==> config.mk <==
export PLATFORM = sky130hd
export DESIGN_NAME = game_timer
export DESIGN_NICKNAME = d
export VERILOG_FILES = /design/src/rtl/game_timer_pkg.sv /design/src/rtl/game_timer_tick_prescaler.sv /design/src/rtl/game_timer.sv
export SDC_FILE = /design/constraint.sdc
export NUM_CORES = 1
export LEC_CHECK = 0
export BUFFER_PORTS_ARGS = -buffer_cell sky130_fd_sc_hd__buf_2
export CAP_MARGIN = 20
export CORE_MARGIN = 1.5
export CORE_UTILIZATION = 30
export CTS_BUF_LIST = sky130_fd_sc_hd__clkbuf_16
export DETAILED_ROUTE_END_ITERATION = 10
export HOLD_SLACK_MARGIN = 0.15
export PLACE_DENSITY_LB_ADDON = 0.3
export RECOVER_POWER = 50
export SLEW_MARGIN = 20
export SYNTH_ARGS = -nofsm -noshare
export SYNTH_HDL_FRONTEND = slang
export SYNTH_SLANG_ARGS = --single-unit
export TNS_END_PERCENT = 10
==> constraint.sdc <==
create_clock -name Clock -period 2.11 [get_ports Clock]
set_input_delay 0 -clock Clock [delete_from_list [all_inputs] [get_ports Clock]]
set_output_delay 0 -clock Clock [all_outputs]
set_load 0.02 [all_outputs]
==> src/rtl/game_timer_pkg.sv <==
// Shared definitions for the game timer and the game-state FSM.
// Provides the timer state encoding, default timing constants and BCD helpers.
package game_timer_pkg;

    typedef enum logic [1:0] {
        TIMER_IDLE     = 2'd0,
        TIMER_COUNTING = 2'd1,
        TIMER_HOLD     = 2'd2
    } timer_state_t;

    localparam int unsigned DEFAULT_CLOCK_HZ     = 50_000_000;
    localparam int unsigned DEFAULT_GAME_SECONDS = 60;

    function automatic logic [3:0] bcd_tens(input int unsigned value);
        return 4'(value / 10);
    endfunction

    function automatic logic [3:0] bcd_ones(input int unsigned value);
        return 4'(value % 10);
    endfunction

endpackage

==> src/rtl/game_timer_tick_prescaler.sv <==
// Divides Clock down to a one-cycle Tick every CLOCK_HZ enabled cycles.
// Clear holds the count at zero; Enable low freezes the residual count.
module tick_prescaler #(
    parameter int unsigned CLOCK_HZ = game_timer_pkg::DEFAULT_CLOCK_HZ
) (
    input  logic Clock,
    input  logic Reset,
    input  logic Clear,
    input  logic Enable,
    output logic Tick
);

    localparam int unsigned W = (CLOCK_HZ > 1) ? $clog2(CLOCK_HZ) : 1;
    localparam logic [W-1:0] TERMINAL = W'(CLOCK_HZ - 1);

    logic [W-1:0] count_q;

    // Decoded from the count so the wrap edge and the tick coincide; the top registers it.
    assign Tick = Enable && !Clear && (count_q == TERMINAL);

    always_ff @(posedge Clock) begin
        if (Reset || Clear) begin
            count_q <= '0;
        end else if (Enable) begin
            count_q <= (count_q == TERMINAL) ? '0 : count_q + W'(1);
        end
    end

endmodule

==> src/rtl/game_timer.sv <==
// Whole-second countdown for the game-state FSM, with a one-cycle expiry pulse
// and binary plus BCD seconds-remaining outputs for the display.
module game_timer #(
    parameter int unsigned CLOCK_HZ     = game_timer_pkg::DEFAULT_CLOCK_HZ,
    parameter int unsigned GAME_SECONDS = game_timer_pkg::DEFAULT_GAME_SECONDS,
    parameter int unsigned SEC_WIDTH    = 7
) (
    input  logic                 Clock,
    input  logic                 Reset,
    input  logic                 Running,
    input  logic                 Pause,
    output logic                 TimerDone,
    output logic                 SecTick,
    output logic [SEC_WIDTH-1:0] SecondsLeft,
    output logic [3:0]           SecondsTens,
    output logic [3:0]           SecondsOnes
);

    import game_timer_pkg::*;

    localparam logic [SEC_WIDTH-1:0] RELOAD_SECS = SEC_WIDTH'(GAME_SECONDS);
    localparam logic [3:0]           RELOAD_TENS = bcd_tens(GAME_SECONDS);
    localparam logic [3:0]           RELOAD_ONES = bcd_ones(GAME_SECONDS);

    timer_state_t         state_q, state_d;
    logic [SEC_WIDTH-1:0] secs_d;
    logic [3:0]           tens_d, ones_d;
    logic                 done_d, sec_tick_d;
    logic                 tick;

    tick_prescaler #(.CLOCK_HZ(CLOCK_HZ)) u_prescaler (
        .Clock  (Clock),
        .Reset  (Reset),
        .Clear  ((state_q != TIMER_COUNTING) || !Running),
        .Enable (!Pause),
        .Tick   (tick)
    );

    always_ff @(posedge Clock) begin
        if (Reset) begin
            state_q     <= TIMER_IDLE;
            TimerDone   <= 1'b0;
            SecTick     <= 1'b0;
            SecondsLeft <= RELOAD_SECS;
            SecondsTens <= RELOAD_TENS;
            SecondsOnes <= RELOAD_ONES;
        end else begin
            state_q     <= state_d;
            TimerDone   <= done_d;
            SecTick     <= sec_tick_d;
            SecondsLeft <= secs_d;
            SecondsTens <= tens_d;
            SecondsOnes <= ones_d;
        end
    end

    always_comb begin
        state_d    = state_q;
        secs_d     = SecondsLeft;
        tens_d     = SecondsTens;
        ones_d     = SecondsOnes;
        done_d     = 1'b0;
        sec_tick_d = 1'b0;

        unique case (state_q)
            TIMER_IDLE: begin
                secs_d = RELOAD_SECS;
                tens_d = RELOAD_TENS;
                ones_d = RELOAD_ONES;
                if (Running) state_d = TIMER_COUNTING;
            end
            TIMER_COUNTING: begin
                // Abort takes priority over a coincident tick, expiry or pause.
                if (!Running) begin
                    state_d = TIMER_IDLE;
                    secs_d  = RELOAD_SECS;
                    tens_d  = RELOAD_TENS;
                    ones_d  = RELOAD_ONES;
                end else if (tick && (SecondsLeft != '0)) begin
                    sec_tick_d = 1'b1;
                    secs_d     = SecondsLeft - SEC_WIDTH'(1);
                    if (SecondsOnes == 4'd0) begin
                        ones_d = 4'd9;
                        tens_d = SecondsTens - 4'd1;
                    end else begin
                        ones_d = SecondsOnes - 4'd1;
                    end
                    if (SecondsLeft == SEC_WIDTH'(1)) begin
                        done_d  = 1'b1;
                        state_d = TIMER_HOLD;
                    end
                end
            end
            TIMER_HOLD: begin
                secs_d = '0;
                tens_d = '0;
                ones_d = '0;
                if (!Running) begin
                    state_d = TIMER_IDLE;
                    secs_d  = RELOAD_SECS;
                    tens_d  = RELOAD_TENS;
                    ones_d  = RELOAD_ONES;
                end
            end
            default: begin
                state_d = TIMER_IDLE;
            end
        endcase
    end

endmodule
; After elaboration in Yosys (flattened, before gate mapping)
; Cells that the tools add are included.
[totals]
register_bits = 45
latchBits = 0
ram_bits = 0
rom_bits = 0
in_bits = 4
out_inout_bits = 17
elab_cells = 66
memories = 0
[classes]
n_addsub = 4
mul = 0
div = 0
order_cmp = 0
n_eq_ne = 10
n_shift = 0
mux = 22
n_bitwise = 3
n_reduce_logical = 20
[op_table]
columns = operator, count
row1 = "26-bit by 1-bit adder with 26-bit output, second input constant", 1
row2 = "26-bit == test, second input constant", 1
row3 = 26-bit two-way mux, 1
row4 = 4-bit two-way mux, 6
row5 = 7-bit one-hot mux with 3 select lines, 1
row6 = 7-bit two-way mux, 2
row7 = 4-bit one-hot mux with 3 select lines, 1
row8 = 2-bit two-way mux, 5
row9 = "3-bit != test, second input constant", 3
row10 = 4-bit one-hot mux with 2 select lines, 1
row11 = "4-bit by 1-bit subtractor with 4-bit output, second input constant", 2
row12 = "7-bit by 1-bit == test with 1-bit output, second input constant", 1
row13 = 7-bit nonzero test, 1
row14 = "7-bit by 1-bit subtractor with 7-bit output, second input constant", 1
row15 = 6-bit two-way mux, 1
row16 = 2-bit one-hot mux with 3 select lines, 1
row17 = 4-bit logical NOT, 1
row18 = "2-bit != test, second input constant", 2
row19 = 2-bit AND reduction, 2
row20 = 4-bit AND reduction, 1
row21 = 4-bit OR reduction, 1
row22 = 1-bit logical AND, 3
row23 = 1-bit logical NOT, 3
row24 = 3-bit two-way mux, 1
row25 = 12 further kinds, 16

; Logic depth before layout (Yosys ltp)
[logic_depth]
depth_word = 9
depth_mapped = 8
mapped_depth_nobuf = 7

; Modules after synthesis
; From an unflattened synthesis, not the netlist that was laid out.
[unflattened]
cells_unflattened = 293
area_unflattened_um2 = 2508.7
[modules_own_cells]
columns = mod, n_inst, cells_each, area_per_inst_um2, seq_area_each_um2
row1 = game_timer, 1, 147, 1263.7, 380.4
row2 = tick_prescaler, 1, 146, 1244.9, 520.5

; Worst setup path after synthesis
; OpenSTA, ideal clock, no wires.
[synth_timing]
path_type = reg2reg
from = register SecondsOnes[0]
to = register SecondsTens[3]
setup_ns = 0.062
arrival_time_ns = 1.931
t_required_ns = 2.048
setup_slack_ns = 0.117
stages_incl_launch_ff = 7
n_path_buf = 0
synth_period_minus_slack_ns = 1.993
cell_sequence = dfxtp_1 > inv_1 > ha_1 > or3b_2 > or3_1 > or4_1 > nand3_1
[synth_between]
elab_chain_len = 3
[synth_lines]
columns = element, line_no
row1 = "start, declared", game_timer.sv:16  ; output logic [3:0] SecondsOnes
row2 = "start signal, assigned", game_timer.sv:53  ; SecondsOnes <= ones_d;
row3 = 4-bit logical NOT, game_timer.sv:82  ; if (SecondsOnes == 4'd0) begin
row4 = 3-bit != test (no line), n/a
row5 = 3-bit AND reduction (no line), n/a
row6 = "end signal, assigned", game_timer.sv:52  ; SecondsTens <= tens_d;
row7 = "end, declared", game_timer.sv:15  ; output logic [3:0] SecondsTens,
; Every way passes these cells.
; A chain may end at the register's enable or synchronous reset.

; Final worst setup path
[layout_timing]
from = register u_prescaler.count_q[11]
to = register SecondsLeft[1]
[layout_between]
elab_chain_len = 5
[layout_lines]
columns = element, line_no
row1 = "start, declared", game_timer_tick_prescaler.sv:16  ; logic [W-1:0] count_q;
row2 = "start signal, assigned", game_timer_tick_prescaler.sv:25  ; count_q <= (count_q == TERMINAL) ? '0 : count_q + W'(1);
row3 = 26-bit == test, game_timer_tick_prescaler.sv:19  ; assign Tick = Enable && !Clear && (count_q == TERMINAL);
row4 = 1-bit logical AND, game_timer_tick_prescaler.sv:19
row5 = 1-bit logical AND, game_timer.sv:79  ; end else if (tick && (SecondsLeft != '0)) begin
row6 = 3-bit != test (no line), n/a
row7 = 2-bit AND reduction (no line), n/a
row8 = "end signal, assigned", game_timer.sv:51  ; SecondsLeft <= secs_d;
row9 = "end, declared", game_timer.sv:14  ; output logic [SEC_WIDTH-1:0] SecondsLeft,
; Every way passes these cells.

==> results by group <==
Outcome
  – Status: complete, no violations

Logic synthesis
  – Post-synth top area cell: dfxtp_1
  – Synth Area per Inst: between 8 and 9 um2
  – Synthesized-area fraction occupied by and/or/nand/nor cells: 0.290
  – Adder-cell share of the synthesized area: 0.0526
  – Syn Std Cell Area: 2380 um2
  – Yosys top cell area share: 0.379
  – Largest family of logic cells by synthesized area: simple AND/OR/NAND/NOR gates
  – #FFs+latches synth: 45
  – Cell variety after synth: 48
  – Cell with the most instances after synthesis: dfxtp_1
  – Xor/xnor share of the synthesized area: 0.0957
  – Top FF cell, synth: dfxtp_1
  – Syn_nets: 296
  – Synth Warn #: 0
  – Post-synthesis sequential area ratio: 0.379
  – EDFF count, synth: 0
  – Compound-Gate Fraction of Synth Area: 0.115
  – Asr flop ratio synth: 0
  – Synthesized instance count: 282
  – Most frequent cells after synthesis: 45 x dfxtp_1, 34 x nor2_1, 25 x nand2_1, 21 x xnor2_1
  – Mux share of post-synthesis cell area: 0.0216
  – Synth area leaders: dfxtp_1 38%, xnor2_1 7.7%, nor2_1 5.4%, ha_1 5.3%, nand2_1 3.9%

Placed design
  – Post-Place Worst Slack: -0.0309 ns
  – # port buffers: 20
  – Placed Area: 2740 um2
  – Dpl hpwl: ~3800 um
  – Placed insts: 415
  – GP Congestion: 0.839

Timing
  – Max_slew headroom: 0.645
  – Min cycle time layout: 2.05 ns
  – Max Freq: 487 MHz
  – Period utilization: 0.973
  – Max-slew violations: 0
  – Final setup vio count: 0
  – Hold Vio Cnt, Final: 0
  – Clock Skew: 0.00429 ns
  – Final WS setup: ~0.056 ns
  – RSZ-0062 raised after global routing: yes
  – Worst slew pin tran: 0.529 ns

Layout
  – Fill count: roughly 800
  – Area grow syn2layout: 23.8%
  – Fin cells: between 400 and 500
  – Design Area, Final: 2950 um2
  – Final nets: 338
  – Multi-input gate area: roughly 1400 um2
  – Diodes inserted: 0
  – Storage element area: 901 um2
  – Fraction of layout cells with a size suffix above 1: 0.154

Detailed routing
  – Initial DRC Count: 126
  – WL final: 5240 um
  – Antenna Nets Post-Route: 0
  – Via Count: about 2,000
  – Vias per cell: around 4.8
  – DRC: 0
  – Post-DR wirelength/cell: roughly 12 um
  – DR pass1 iterations: 4

Worst setup path
  – Req. time, crit path: 2.31 ns
  – Critical path capture point type: register
  – CP Max Fanout: 9
  – Critical path class: reg2reg
  – Crit path DAT: 2.25 ns
  – R2R cell count: 5
  – Crit path launch type: register

Pwr
  – P_leak: approximately 0.0011 uW
  – Pwr dens: 661 nW/um2
  – Maximum vdd drop: 0.337 mV

Global routing
  – Initial antenna violation count: 0
  – Largest net degree at the start of global routing: 26
  – Global Route Usage Sum: 0.133
  – Remaining Overflow, GRT: 0
  – Number of global-route vias before repair: 2,006
  – First-pass GRT wire length: 9240 um

CTS
  – Clock Pin Slew Worst Setup and Hold Paths: around 0.06 ns
  – CTS Buf Count: 5
  – Clock Sinks: 45
  – CTS tree: built
  – Clock Tree Buf Depth: 2
  – Clock Latency Late Sink: about 0.28 ns
  – H-tree levels: 2
  – Clk root buf: clkbuf_16

Flow run
  – Max-cap violations: 0

Floorplan
  – Io pins: 21
  – Die Area: 8480 um2
  – Core area: 7690 um2
  – # rows: 32
  – Chip Width: 92.1 um
  – DIE HEIGHT: around 92 um
  – Initial Util: 0.310

Hold path
  – Cell depth of the worst min-delay path: 1
  – Min-Delay Path Class: reg2reg
[metal layers]
metal	GRT usage	vias up	part of all wire
li1	-	1077	-
met1	0.182	936	0.52
met2	0.213	27	0.45
met3	0.0216	4	0.027
met4	0.0423	0	0.011
met5	0	-	0
[flip-flops by register name, indices dropped and copies added, names as in the netlist]
signal / cells
u_prescaler.count_q: 26
SecondsLeft: 7
SecondsOnes: 4
SecondsTens: 4
state_q: 2
SecTick: 1
TimerDone: 1
[per-stage QoR]
step	utilization	hold WS [ns]	total power, uW	TNS, ns
after floorplan	-	0.145	1100	0
after global placement	0.357	0.325	1190	0
after detailed placement	0.357	0.330	1190	-0.0425
after CTS	0.379	0.498	1960	0
after global routing	0.383	0.536	2040	-0.0487
final	0.383	0.495	1950	0
[worst paths after layout]
check | startpoint | slack, ns | endpoint
max | u_prescaler.count_q[11] | 0.06 | SecondsLeft[1]
min | SecondsLeft[6] | 0.49 | SecondsLeft[6]
max reg2reg | u_prescaler.count_q[11] | 0.06 | SecondsLeft[1]
min reg2reg | SecondsLeft[6] | 0.49 | SecondsLeft[6]
[where the power goes]
part | internal, uW | total (uW) | leakage, uW | switching, uW
combinational | 117 | 285 | 0.000623 | 168
sequential | 873 | 899 | 0.000364 | 26.8
clock | 434 | 762 | 0.0000672 | 328
total | 1420 | 1950 | 0.00105 | 523
[cell type report]
class,count,share of cell area
sequential,45,0.306
clock buffer,5,0.0425
inverter,16,0.0204
clock inverter,3,0.00637
tap,102,0.0433
timing repair buffer,47,0.102
multi-input combinational,209,0.479
[worst max-delay path: stages (launching register included)]
cell and delay, ns:
dfxtp_1 0.31, or4_4 0.55, nor3_4 0.35, a41o_4 0.32, or3b_4 0.39, o31ai_2 0.06
[what timing repair did]
action	4_1_cts	5_1_grt
gates resized for setup	1	8
pin swaps	0	4
setup endpoints to repair	3	15
endpoints found under the hold margin	5	0
buffers inserted	0	1
hold buffers	3	0
[cell usage in the layout, fill, tap and decap left out, types with 4 or more instances in the layout]
| master | count |
|---|---|
| nor2_1 | 33 |
| nor4_1 | 5 |
| mux2i_1 | 4 |
| clkbuf_16 | 5 |
| buf_4 | 23 |
| nor3_1 | 12 |
| o31ai_1 | 4 |
| nand3_1 | 16 |
| nand4_1 | 7 |
| inv_1 | 17 |
| xnor2_1 | 21 |
| and3_1 | 5 |
| dfxtp_1 | 45 |
| xor2_1 | 5 |
| ha_1 | 10 |
| o21ai_0 | 7 |
| a21oi_1 | 7 |
| clkbuf_1 | 17 |
| nand2_1 | 24 |
[logic make-up (layout without fill, tap and decap cells)]
group | after synthesis | in the layout
simple gates | 129 | 129
flops | 45 | 45
fa+ha+maj | 10 | 10
buf+inv | 28 | 71
xor+xnor | 26 | 26
compound gates | 39 | 39
mux | 5 | 5
Power figures use the tool's default switching activity.
